**src/rtl/mmcm_phase_step_ctrl.sv**
```systemverilog
// Steps the MMCM fine phase-shift port by a signed count per request and tracks position mod one 5 MHz period.
// Per step: 1 PSEN clock + PSDONE delay + GAP_CYC idle clocks; requests are taken only while req_ready_o is high.
module mmcm_phase_step_ctrl #(
   parameter int STEP_W        = 8,
   parameter int STEPS_PER_REV = 6720,
   parameter int POS_W         = 13,
   parameter int TIMEOUT_CYC   = 64,
   parameter int GAP_CYC       = 2
) (
   input  logic                     clk_i,
   input  logic                     reset_i,
   input  logic                     locked_i,
   input  logic                     req_valid_i,
   input  logic signed [STEP_W-1:0] req_steps_i,
   output logic                     req_ready_o,
   input  logic                     clr_err_i,
   output logic                     psen_o,
   output logic                     psincdec_o,
   input  logic                     psdone_i,
   output logic                     busy_o,
   output logic                     done_o,
   output logic                     err_o,
   output logic [POS_W-1:0]         phase_pos_o
);

   localparam int TMO_W = $clog2(TIMEOUT_CYC + 1);
   localparam int GAP_W = (GAP_CYC < 2) ? 1 : $clog2(GAP_CYC);

   localparam logic [TMO_W-1:0] TMO_LAST = TMO_W'(TIMEOUT_CYC - 1);
   localparam logic [GAP_W-1:0] GAP_LAST = GAP_W'((GAP_CYC > 0) ? GAP_CYC - 1 : 0);
   localparam logic [POS_W-1:0] POS_MAX  = POS_W'(STEPS_PER_REV - 1);

   typedef enum logic [2:0] {
      S_IDLE,
      S_PULSE,
      S_WAIT,
      S_GAP,
      S_DONE,
      S_ERR
   } state_t;

   state_t              state_q, state_d;
   logic [STEP_W-1:0]   rem_q, rem_d;
   logic [POS_W-1:0]    pos_q, pos_d;
   logic [TMO_W-1:0]    tmo_q, tmo_d;
   logic [GAP_W-1:0]    gap_q, gap_d;
   logic                psen_q, psen_d;
   logic                psincdec_q, psincdec_d;
   logic                done_q, done_d;
   logic                err_q, err_d;

   logic [STEP_W-1:0]   req_mag;
   logic                req_acc;

   // Two's-complement negate: the most negative request maps to 2^(STEP_W-1).
   assign req_mag = req_steps_i[STEP_W-1] ? (~req_steps_i + STEP_W'(1))
                                          : req_steps_i;

   assign req_ready_o = (state_q == S_IDLE) & locked_i & ~err_q;
   assign req_acc     = req_valid_i & req_ready_o;

   always_comb begin
      state_d    = state_q;
      rem_d      = rem_q;
      pos_d      = pos_q;
      gap_d      = gap_q;
      tmo_d      = '0;
      psen_d     = 1'b0;
      psincdec_d = psincdec_q;
      done_d     = 1'b0;
      err_d      = err_q & ~clr_err_i;

      case (state_q)
         S_IDLE: begin
            if (req_acc) begin
               rem_d = req_mag;
               if (req_mag == '0) begin
                  state_d = S_DONE;
                  done_d  = 1'b1;
               end else begin
                  state_d    = S_PULSE;
                  psen_d     = 1'b1;
                  psincdec_d = ~req_steps_i[STEP_W-1];
               end
            end
         end

         // The PSEN clock counts as the first clock of the PSDONE wait window.
         S_PULSE: begin
            state_d = S_WAIT;
            tmo_d   = tmo_q + TMO_W'(1);
         end

         S_WAIT: begin
            if (psdone_i) begin
               if (psincdec_q) begin
                  pos_d = (pos_q == POS_MAX) ? '0 : pos_q + POS_W'(1);
               end else begin
                  pos_d = (pos_q == '0) ? POS_MAX : pos_q - POS_W'(1);
               end
               rem_d = rem_q - STEP_W'(1);
               if (rem_q == STEP_W'(1)) begin
                  state_d = S_DONE;
                  done_d  = 1'b1;
               end else if (GAP_CYC == 0) begin
                  state_d = S_PULSE;
                  psen_d  = 1'b1;
               end else begin
                  state_d = S_GAP;
                  gap_d   = '0;
               end
            end else if (tmo_q == TMO_LAST) begin
               state_d = S_ERR;
               err_d   = 1'b1;
            end else begin
               tmo_d = tmo_q + TMO_W'(1);
            end
         end

         S_GAP: begin
            if (gap_q == GAP_LAST) begin
               state_d = S_PULSE;
               psen_d  = 1'b1;
            end else begin
               gap_d = gap_q + GAP_W'(1);
            end
         end

         S_DONE:  state_d = S_IDLE;
         S_ERR:   state_d = S_IDLE;
         default: state_d = S_IDLE;
      endcase

      // Losing lock overrides everything; steps already completed stay counted.
      if ((state_q != S_IDLE) && !locked_i) begin
         state_d = S_IDLE;
         err_d   = 1'b1;
         psen_d  = 1'b0;
         done_d  = 1'b0;
         pos_d   = pos_q;
         rem_d   = '0;
      end

      if (state_d == S_IDLE) begin
         psincdec_d = 1'b0;
      end
   end

   always_ff @(posedge clk_i) begin
      if (reset_i) begin
         state_q    <= S_IDLE;
         rem_q      <= '0;
         pos_q      <= '0;
         tmo_q      <= '0;
         gap_q      <= '0;
         psen_q     <= 1'b0;
         psincdec_q <= 1'b0;
         done_q     <= 1'b0;
         err_q      <= 1'b0;
      end else begin
         state_q    <= state_d;
         rem_q      <= rem_d;
         pos_q      <= pos_d;
         tmo_q      <= tmo_d;
         gap_q      <= gap_d;
         psen_q     <= psen_d;
         psincdec_q <= psincdec_d;
         done_q     <= done_d;
         err_q      <= err_d;
      end
   end

   assign psen_o      = psen_q;
   assign psincdec_o  = psincdec_q;
   assign done_o      = done_q;
   assign err_o       = err_q;
   assign busy_o      = (state_q != S_IDLE);
   assign phase_pos_o = pos_q;

endmodule

```
**config.mk**
```make
export PLATFORM = sky130hd
export DESIGN_NAME = mmcm_phase_step_ctrl
export DESIGN_NICKNAME = d
export VERILOG_FILES = /design/src/rtl/mmcm_phase_step_ctrl.sv
export SDC_FILE = /design/constraint.sdc
export NUM_CORES = 1
export LEC_CHECK = 0
export CORE_ASPECT_RATIO = 0.9
export CORE_MARGIN = 5
export CORE_UTILIZATION = 25
export CTS_BUF_LIST = sky130_fd_sc_hd__clkbuf_8
export DETAILED_ROUTE_END_ITERATION = 12
export PLACE_DENSITY = 0.49
export SLEW_MARGIN = 20
export SYNTH_ARGS = -nofsm -noshare
export SYNTH_HDL_FRONTEND = slang
export SYNTH_SLANG_ARGS = --single-unit
```
**constraint.sdc**
```tcl
create_clock -name clk_i -period 2 [get_ports clk_i]
set_input_delay 0.3 -clock clk_i [delete_from_list [all_inputs] [get_ports clk_i]]
set_output_delay 0.3 -clock clk_i [all_outputs]
set_load 0.01 [all_outputs]
```
== Word level (Yosys, flattened, before mapping) ==
Index checks and enable logic that the tools add are counted.

* Register bits after elaboration: 36
* Logic and storage cells: 84
* Input bits: 14

* Add/subtract/negate cells: 6
* Eq/ne operators: 9
* Reductions and logical operators: 15
* Mux-type cells: 35
* Bitwise operators: 10

{| class="wikitable"
|+ Operators with widths
! kind !! count
|-
| two-way mux 13 bit || 3
|-
| two-way mux 8 bit || 3
|-
| two-way mux 3 bit || 7
|-
| case mux 8 bit (2 select lines) || 1
|-
| two-way mux 1 bit || 14
|-
| two-way mux 7 bit || 2
|-
| case mux 7 bit (2 select lines) || 1
|-
| adder 13 x 1 -> 13 bit (second input constant) || 1
|-
| equality test 13 bit (second input constant) || 1
|-
| zero test 13 bit || 1
|-
| subtractor 13 x 1 -> 13 bit (second input constant) || 1
|-
| case mux 3 bit (4 select lines) || 1
|-
| AND reduction 3 bit || 4
|-
| adder 8 x 2 -> 8 bit (second input constant) || 1
|-
| equality test 8 x 1 -> 1 bit (second input constant) || 1
|-
| zero test 8 bit || 1
|-
| NOT 8 bit || 1
|-
| subtractor 8 x 1 -> 8 bit (second input constant) || 1
|-
| adder 7 x 1 -> 7 bit (second input constant) || 1
|-
| equality test 7 x 6 -> 1 bit (second input constant) || 1
|-
| equality test 3 x 2 -> 1 bit (second input constant) || 2
|-
| zero test 3 bit || 2
|-
| inequality test 2 bit (second input constant) || 3
|-
| case mux 1 bit (2 select lines) || 3
|-
| 9 further kinds || 18
|}

== Depth between registers and ports, before layout ==
Gate-level depths: netlist of run 1.

* Depth after elaboration: 10
* Mapped depth: 8
* Depth with buffers taken out: 7

== Worst setup path after synthesis of run 1 ==
No wires, ideal clock.

* Path type: flip-flop to flip-flop
* From: register pos_q[0], in the netlist phase_pos_o[0]
* To: register pos_q[8], in the netlist phase_pos_o[8]
* Clock period less this slack: 1.943 ns
* Library setup time: 0.127 ns
* Data required time: 1.873 ns
* Data arrival time: 1.817 ns
* Path buffers: 0
* Slack: 0.057 ns
* Stages on the path, launching flop included: 8
* Cell sequence: dfxtp_1 -> inv_1 -> ha_1 -> or4b_4 -> nor4_2 -> o211ai_1 -> o211ai_1 -> o22ai_1

* Longest elaborated chain between the ends: 3
* Elaborated cells on any way between the ends: 7

{| class="wikitable"
|+ RTL lines
! what !! line !! RTL
|-
| start, declared || 44 || <nowiki>logic [POS_W-1:0] pos_q, pos_d;</nowiki>
|-
| start signal, assigned || 163 || <nowiki>pos_q <= pos_d;</nowiki>
|-
| subtractor 13 x 1 -> 13 bit, or another cell as far along || 99 || <nowiki>pos_d = (pos_q == '0) ? POS_MAX : pos_q - POS_W'(1);</nowiki>
|-
| two-way mux 13 bit, on equally long branches || 99, 97 ||
|-
| two-way mux 13 bit (*) || 96 || <nowiki>if (psincdec_q) begin</nowiki>
|}

Every way passes the cells marked *; elsewhere a longest branch is shown, timed or not.
A chain may end at the register's enable or synchronous reset.

== Worst setup path in the final report of run 1 ==
* From: register pos_q[1], in the netlist phase_pos_o[1]
* To: register pos_q[1], in the netlist phase_pos_o[1]

Same word-level chain as after synthesis.

==> impl_metrics.json, run 1 <==
{
  "synth_simple_gate_area_share_pct": 30.9,
  "slowest_delay_ns": 0.49,
  "layout-drive-gt1-share_pct": 23.7,
  "whs_path_depth": 1,
  "r2r_cells": 8,
  "ctsHoldBuffers": 0,
  "first_iter_violations": 216,
  "wl_per_cell_um": 14.1,
  "ys_seq_area_share_pct": 27.2,
  "max_freq_ghz": 0.506,
  "vias": 2863,
  "cp-start-kind": "flip-flop",
  "synth_top_cell_by_area": "dfxtp_1",
  "outcome": "complete, no violations",
  "cp_top_family": "simple AND/OR/NAND/NOR gates",
  "gp_congestion": 0.841,
  "first_global_vias": 2741,
  "grt.overflow.total": 0,
  "worst_pin_slew_ns": 0.647,
  "skew_ns": 0.00792,
  "ir_drop_uv": 303,
  "htreeDepth": 2,
  "insertion_delay_ns": 0.30,
  "r2r_start": "phase_pos_o[1]",
  "netlist_top_cells_area": "dfxtp_1 27%, a21oi_1 6.2%, o21ai_0 4.0%",
  "synth_commonest_cells": "36 x dfxtp_1, 33 x a21oi_1, 27 x nand2_1, 27 x nor2_1, 21 x o21ai_0",
  "synthArstFlopShare_pct": 0,
  "syn2layout_area_growth_pct": 38.8,
  "crit_chain": "inv_4, ha_4, or4b_4, buf_4, nor2_4, nand2_2, a311o_1, a21oi_1",
  "grt_max_degree": 22,
  "timing.hold.ws_ns": 0.447,
  "cts_tree": "yes",
  "wl_um": 7960,
  "place_area_sq_um": 3460,
  "synth_compound_area_share_pct": 25.5,
  "hp-start": "tmo_q[0]",
  "io_pins": 33,
  "worstSetupPathType": "flip-flop to flip-flop",
  "syn_area_sq_um": 2650,
  "die_height_um": 108,
  "cp_slowest_cell": "or4b_4",
  "hold_viol": 0,
  "die_area_sq_um": 12800,
  "synth_edf_count": 0,
  "synth_top_area_share_pct": 27.2,
  "remaining_drc_errors": 0,
  "synthFlopType": "dfxtp_1",
  "synth_cells": 354,
  "drt-vias-per-instance": 5.09,
  "clock_sinks": 36,
  "worstPathArrival_ns": 2.20,
  "tns_ns": 0,
  "hold_path_class": "flip-flop to flip-flop",
  "antenna_found_initial": 0,
  "antenna_left": 0,
  "num_rows": 35,
  "post-place-cells": 550,
  "yosysMostFrequentCell": "dfxtp_1",
  "cp_num_buf_inv": 2,
  "port_buffers": 32,
  "r2r-end": "phase_pos_o[1]",
  "grt_pass1_wl_um": 13400,
  "reg2reg_slack_ns": 0.03,
  "pwr_density_cell_nw_per_um2": 546,
  "hpwl_um": 5830,
  "synth_cell_types": 66,
  "maxSlewViolCount": 0,
  "diodes": 0,
  "min_period_ns": 1.97,
  "fin_crit_sh_pct": 98.7,
  "ys_ff_latch": 36,
  "cp_max_fo": 4,
  "nNetsFinal": 453,
  "finalNonFillerCells": 563,
  "die_w_um": 118,
  "yosys.area_share.xor_xnor_pct": 4.91,
  "path_clk_slew_ns": 0.08,
  "post_synth.cell_area_avg_sq_um": 7.48,
  "total_leakage_power_nw": 1.38,
  "grt.total_usage_pct": 12.6,
  "cts_buffer_depth": 2,
  "crit_required_ns": 2.23,
  "muxShareOfSynthArea_pct": 1.56,
  "rsz0062_at_grt": "yes",
  "synthAdderAreaFrac_pct": 2.84,
  "final_area_sq_um": 3680,
  "numCtsBuffers": 5,
  "min_to": "tmo_q[0]",
  "synth_top_family_by_area": "simple AND/OR/NAND/NOR gates",
  "start_util_pct": 25.7,
  "synth_nets": 374,
  "cts-root-buf": "clkbuf_8",
  "setup_violations": 0,
  "end_kind": "flip-flop",
  "core_sq_um": 10300,
  "maxSlewHeadroom_pct": 56.7,
  "total_power_mw": 2.01,
  "synth-warning-count": 0,
  "drt_pass1_iterations": 5,
  "max_cap_viol_count": 0
}
[cell usage in the layout (no fill, tap or decap), drive strengths merged, types with 14 or more instances in the layout]
master         synthesis  routed
nand3                 14      14
buf                    9      64
nor2                  29      29
clkdlybuf4s50          0      27
nor3                  20      20
o21ai                 24      24
inv                   19      19
nand2                 28      28
dfxtp                 36      36
a21oi                 33      33
[per-layer routing]
metal  wire length (um)  global-route usage [%]  vias to the layer above
li1                   -                       -                     1459
met1               3950                    18.0                     1314
met2               3410                    18.6                       81
met3                482                    3.26                        9
met4                126                    3.56                        0
met5                  0                       0                        -
[through the flow]
step / worst slack (ns) / util, %
after floorplan: 0.0568 / -
after global placement: -0.395 / 33.6
after detailed placement: -0.418 / 33.6
after CTS: 0.0283 / 34.9
after global routing: -0.0538 / 35.7
final: 0.0251 / 35.7
[sequential cells by signal, indices dropped and copies added (netlist names)]
name         cells
phase_pos_o     13
tmo_q            7
done_o           1
state_q          3
err_o            1
gap_q            1
psincdec_o       1
rem_q            8
psen_o           1
[cells by family (layout without fill, tap and decap cells)]
logic type,after synthesis,after routing
multiplexers,4,4
flip-flops,36,36
AND/OR/NAND/NOR,144,144
adder cells (fa/ha/maj),6,6
AO/OA/AOI/OAI,106,106
XOR/XNOR,14,14
buffers and inverters,44,124
[worst max path at each step]
stage / startpoint / end / slack (ns) / cells after the start
6_report: phase_pos_o[1] / phase_pos_o[1] / 0.03 / 8
5_1_grt: phase_pos_o[0] / phase_pos_o[8] / -0.05 / 7
3_3_place_gp: req_steps_i[1] / psincdec_o / -0.40 / 8
3_5_place_dp: req_steps_i[1] / psincdec_o / -0.42 / 8
2_1_floorplan: phase_pos_o[0] / phase_pos_o[8] / 0.06 / 7
4_1_cts: phase_pos_o[0] / phase_pos_o[8] / 0.03 / 7
[where the power goes]
| group | leakage [nW] | switching, mW | internal, mW |
|---|---|---|---|
| Clock | 0.0541 | 0.315 | 0.370 |
| Sequential | 0.293 | 0.0276 | 0.743 |
| Combinational | 1.03 | 0.285 | 0.267 |
| Total | 1.38 | 0.627 | 1.38 |
[timing repair]
action                                  4_1_cts  5_1_grt
gates resized for setup                      14       13
pin swaps                                     3        6
endpoints found under the setup margin        8        7
setup buffers                                 0        5
[area by class of cell]
class / instances / area, sq um
Multi-Input combinational cell: 274 / 1800
Clock inverter: 3 / 42.5
Tap cell: 129 / 161
Timing Repair Buffer: 96 / 795
Sequential cell: 36 / 728
Clock buffer: 5 / 68.8
Fill cell: 1078 / 6620
Inverter: 20 / 80.1
No activity file was read; power rests on OpenSTA's default activity.
==> run 2: changes to the inputs <==
--- a/config.mk
+++ b/config.mk
@@ -5,13 +5,12 @@
 export SDC_FILE = /design/constraint.sdc
 export NUM_CORES = 1
 export LEC_CHECK = 0
-export CORE_ASPECT_RATIO = 0.9
+export CORE_ASPECT_RATIO = 0.5
 export CORE_MARGIN = 5
 export CORE_UTILIZATION = 25
 export CTS_BUF_LIST = sky130_fd_sc_hd__clkbuf_8
 export DETAILED_ROUTE_END_ITERATION = 12
 export PLACE_DENSITY = 0.49
-export SLEW_MARGIN = 20
 export SYNTH_ARGS = -nofsm -noshare
 export SYNTH_HDL_FRONTEND = slang
 export SYNTH_SLANG_ARGS = --single-unit
==> run 2 against run 1 <==
Maximum frequency is 2.7% higher. Critical path depth decreased by 1. Sequential power about the same. Worst hold slack improved by 0.014 ns. Via count decreased by 1.7%. Core utilization shrank 0.25 points. Sequential share of layout area is essentially flat. Total power decreased by 0.80%. First-iteration DRC count decreased by 8.3%. Die area is 0.95% higher. Clock skew is 0.0027 ns lower. Combinational power fell by 2%. Critical endpoint unchanged. Largest power group unchanged.
==> impl_metrics.json, run 2 (same netlist as run 1, synthesis figures left out) <==
{
  "layout-drive-gt1-share_pct": 21.9,
  "setup_violations": 0,
  "grt_max_degree": 22,
  "worstSetupPathType": "flip-flop to flip-flop",
  "end_kind": "flip-flop",
  "fin_crit_sh_pct": 96.2,
  "vias": 2815,
  "largest_reg_flops": 13,
  "min_period_ns": 1.92,
  "clock_sinks": 36,
  "htreeDepth": 2,
  "diodes": 0,
  "cp-start-kind": "flip-flop",
  "r2r_start": "phase_pos_o[0]",
  "post-place-cells": 561,
  "die_area_sq_um": 12900,
  "hold_viol": 0,
  "cts-root-buf": "clkbuf_8",
  "skew_ns": 0.00523,
  "final_common_cell": "buf_4",
  "finalNonFillerCells": 570,
  "maxSlewViolCount": 0,
  "n_fill_cell": 1126,
  "syn2layout_area_growth_pct": 37.7,
  "place_area_sq_um": 3480,
  "gp_congestion": 0.802,
  "io_pins": 33,
  "die_height_um": 82.8,
  "seq_area_sq_um": 722,
  "antenna_left": 0,
  "core_sq_um": 10300,
  "grt_pass1_wl_um": 13400,
  "wl_per_cell_um": 14.0,
  "max_freq_ghz": 0.520,
  "grt.overflow.total": 0,
  "wl_met2_um": 3530,
  "cp_max_fo": 4,
  "grt.total_usage_pct": 12.8,
  "first_iter_violations": 198,
  "insertion_delay_ns": 0.30,
  "maxSlewHeadroom_pct": 66.2,
  "whs_path_depth": 1,
  "wl_met1_um": 4000,
  "top_layer_used": "met4",
  "drt-vias-per-instance": 4.94,
  "cts_tree": "yes",
  "reg2reg_slack_ns": 0.08,
  "final_area_sq_um": 3650,
  "path_clk_slew_ns": 0.08,
  "worst_slack_ns": 0.0762,
  "rsz0062_at_grt": "yes",
  "ir_drop_uv": 208,
  "drt_pass1_iterations": 4,
  "die_w_um": 156,
  "wl_met3_um": 324,
  "r2r-end": "phase_pos_o[1]",
  "start_util_pct": 25.8,
  "cts_buffer_depth": 2,
  "outcome": "complete, no violations",
  "final_cell_mix": "59 x buf_4, 35 x dfxtp_1, 32 x a21oi_1",
  "remaining_drc_errors": 0,
  "wl_um": 7970,
  "r2r_cells": 7,
  "numCtsBuffers": 5,
  "antenna_found_initial": 0,
  "crit_required_ns": 2.24,
  "hp-start": "tmo_q[0]",
  "pwr_density_cell_nw_per_um2": 546,
  "port_buffers": 32,
  "multi_input_comb_area_sq_um": 1790,
  "nNetsFinal": 449,
  "total_power_mw": 1.99,
  "worstPathArrival_ns": 2.16,
  "hpwl_um": 6070,
  "worst_pin_slew_ns": 0.504,
  "hold_path_class": "flip-flop to flip-flop",
  "total_leakage_power_nw": 1.36,
  "dp_slack_ns": -0.412,
  "max_cap_viol_count": 0,
  "min_to": "tmo_q[0]",
  "first_global_vias": 2661,
  "num_rows": 26
}
## run 2: metrics by stage
| step | setup TNS (ns) | util (%) | hold slack (ns) |
|---|---|---|---|
| after floorplan | 0 | - | 0.418 |
| after global placement | -2.26 | 33.9 | 0.435 |
| after detailed placement | -2.49 | 33.9 | 0.448 |
| after CTS | 0 | 35.2 | 0.459 |
| after global routing | -0.0407 | 35.5 | 0.476 |
| final | 0 | 35.5 | 0.460 |
## run 2: how the worst max path moves through the flow
stage,startpoint,endpoint,cells after the start
4_1_cts,phase_pos_o[0],phase_pos_o[8],7
5_1_grt,phase_pos_o[0],phase_pos_o[8],7
2_1_floorplan,phase_pos_o[0],phase_pos_o[8],7
3_5_place_dp,req_steps_i[1],psincdec_o,8
3_3_place_gp,req_steps_i[1],psincdec_o,8
6_report,phase_pos_o[0],phase_pos_o[1],7
## run 2: worst max-delay path, stage by stage, from the launching register on
cell and delay [ns]:
dfxtp_1 0.35, inv_1 0.08, ha_1 0.17, or4b_4 0.52
nor2_4 0.13, nand2_2 0.11, a311o_1 0.36, a21oi_1 0.14
## run 2: power by group
group,total (mW),switching (mW),internal [mW],leakage [nW]
registers,0.774,0.0283,0.745,0.292
clock network,0.674,0.305,0.369,0.0541
logic,0.543,0.282,0.261,1.02
total,1.99,0.615,1.38,1.36
## run 2: routing by layer
| layer | up-vias | track usage (%) |
|---|---|---|
| li1 | 1452 | - |
| met1 | 1300 | 16.8 |
| met2 | 53 | 21.4 |
| met3 | 10 | 2.55 |
| met4 | 0 | 4.37 |
| met5 | - | 0 |
## run 2: layout make-up
type | count | share of cell area [%]
multi-input combinational | 274 | 49.0
timing repair buffer | 92 | 21.3
sequential | 36 | 19.8
tap | 140 | 4.80
inverter | 20 | 2.06
clock buffer | 5 | 1.89
clock inverter | 3 | 1.17
## run 2: timing repair
item                                    CTS  global route
setup buffers                             0             1
pin swaps                                 5             0
endpoints found under the setup margin    7             6
cloned                                    0             0
gates resized for setup                  13             3
hold buffers                              0             0
==> run 3: changes to the inputs <==
--- a/config.mk
+++ b/config.mk
@@ -5,6 +5,7 @@
 export SDC_FILE = /design/constraint.sdc
 export NUM_CORES = 1
 export LEC_CHECK = 0
+export CAP_MARGIN = 25
 export CORE_ASPECT_RATIO = 0.5
 export CORE_MARGIN = 5
 export CORE_UTILIZATION = 25
==> results of run 3 <==
No change in the layout: final DEF, timing and power equal those of run 2.
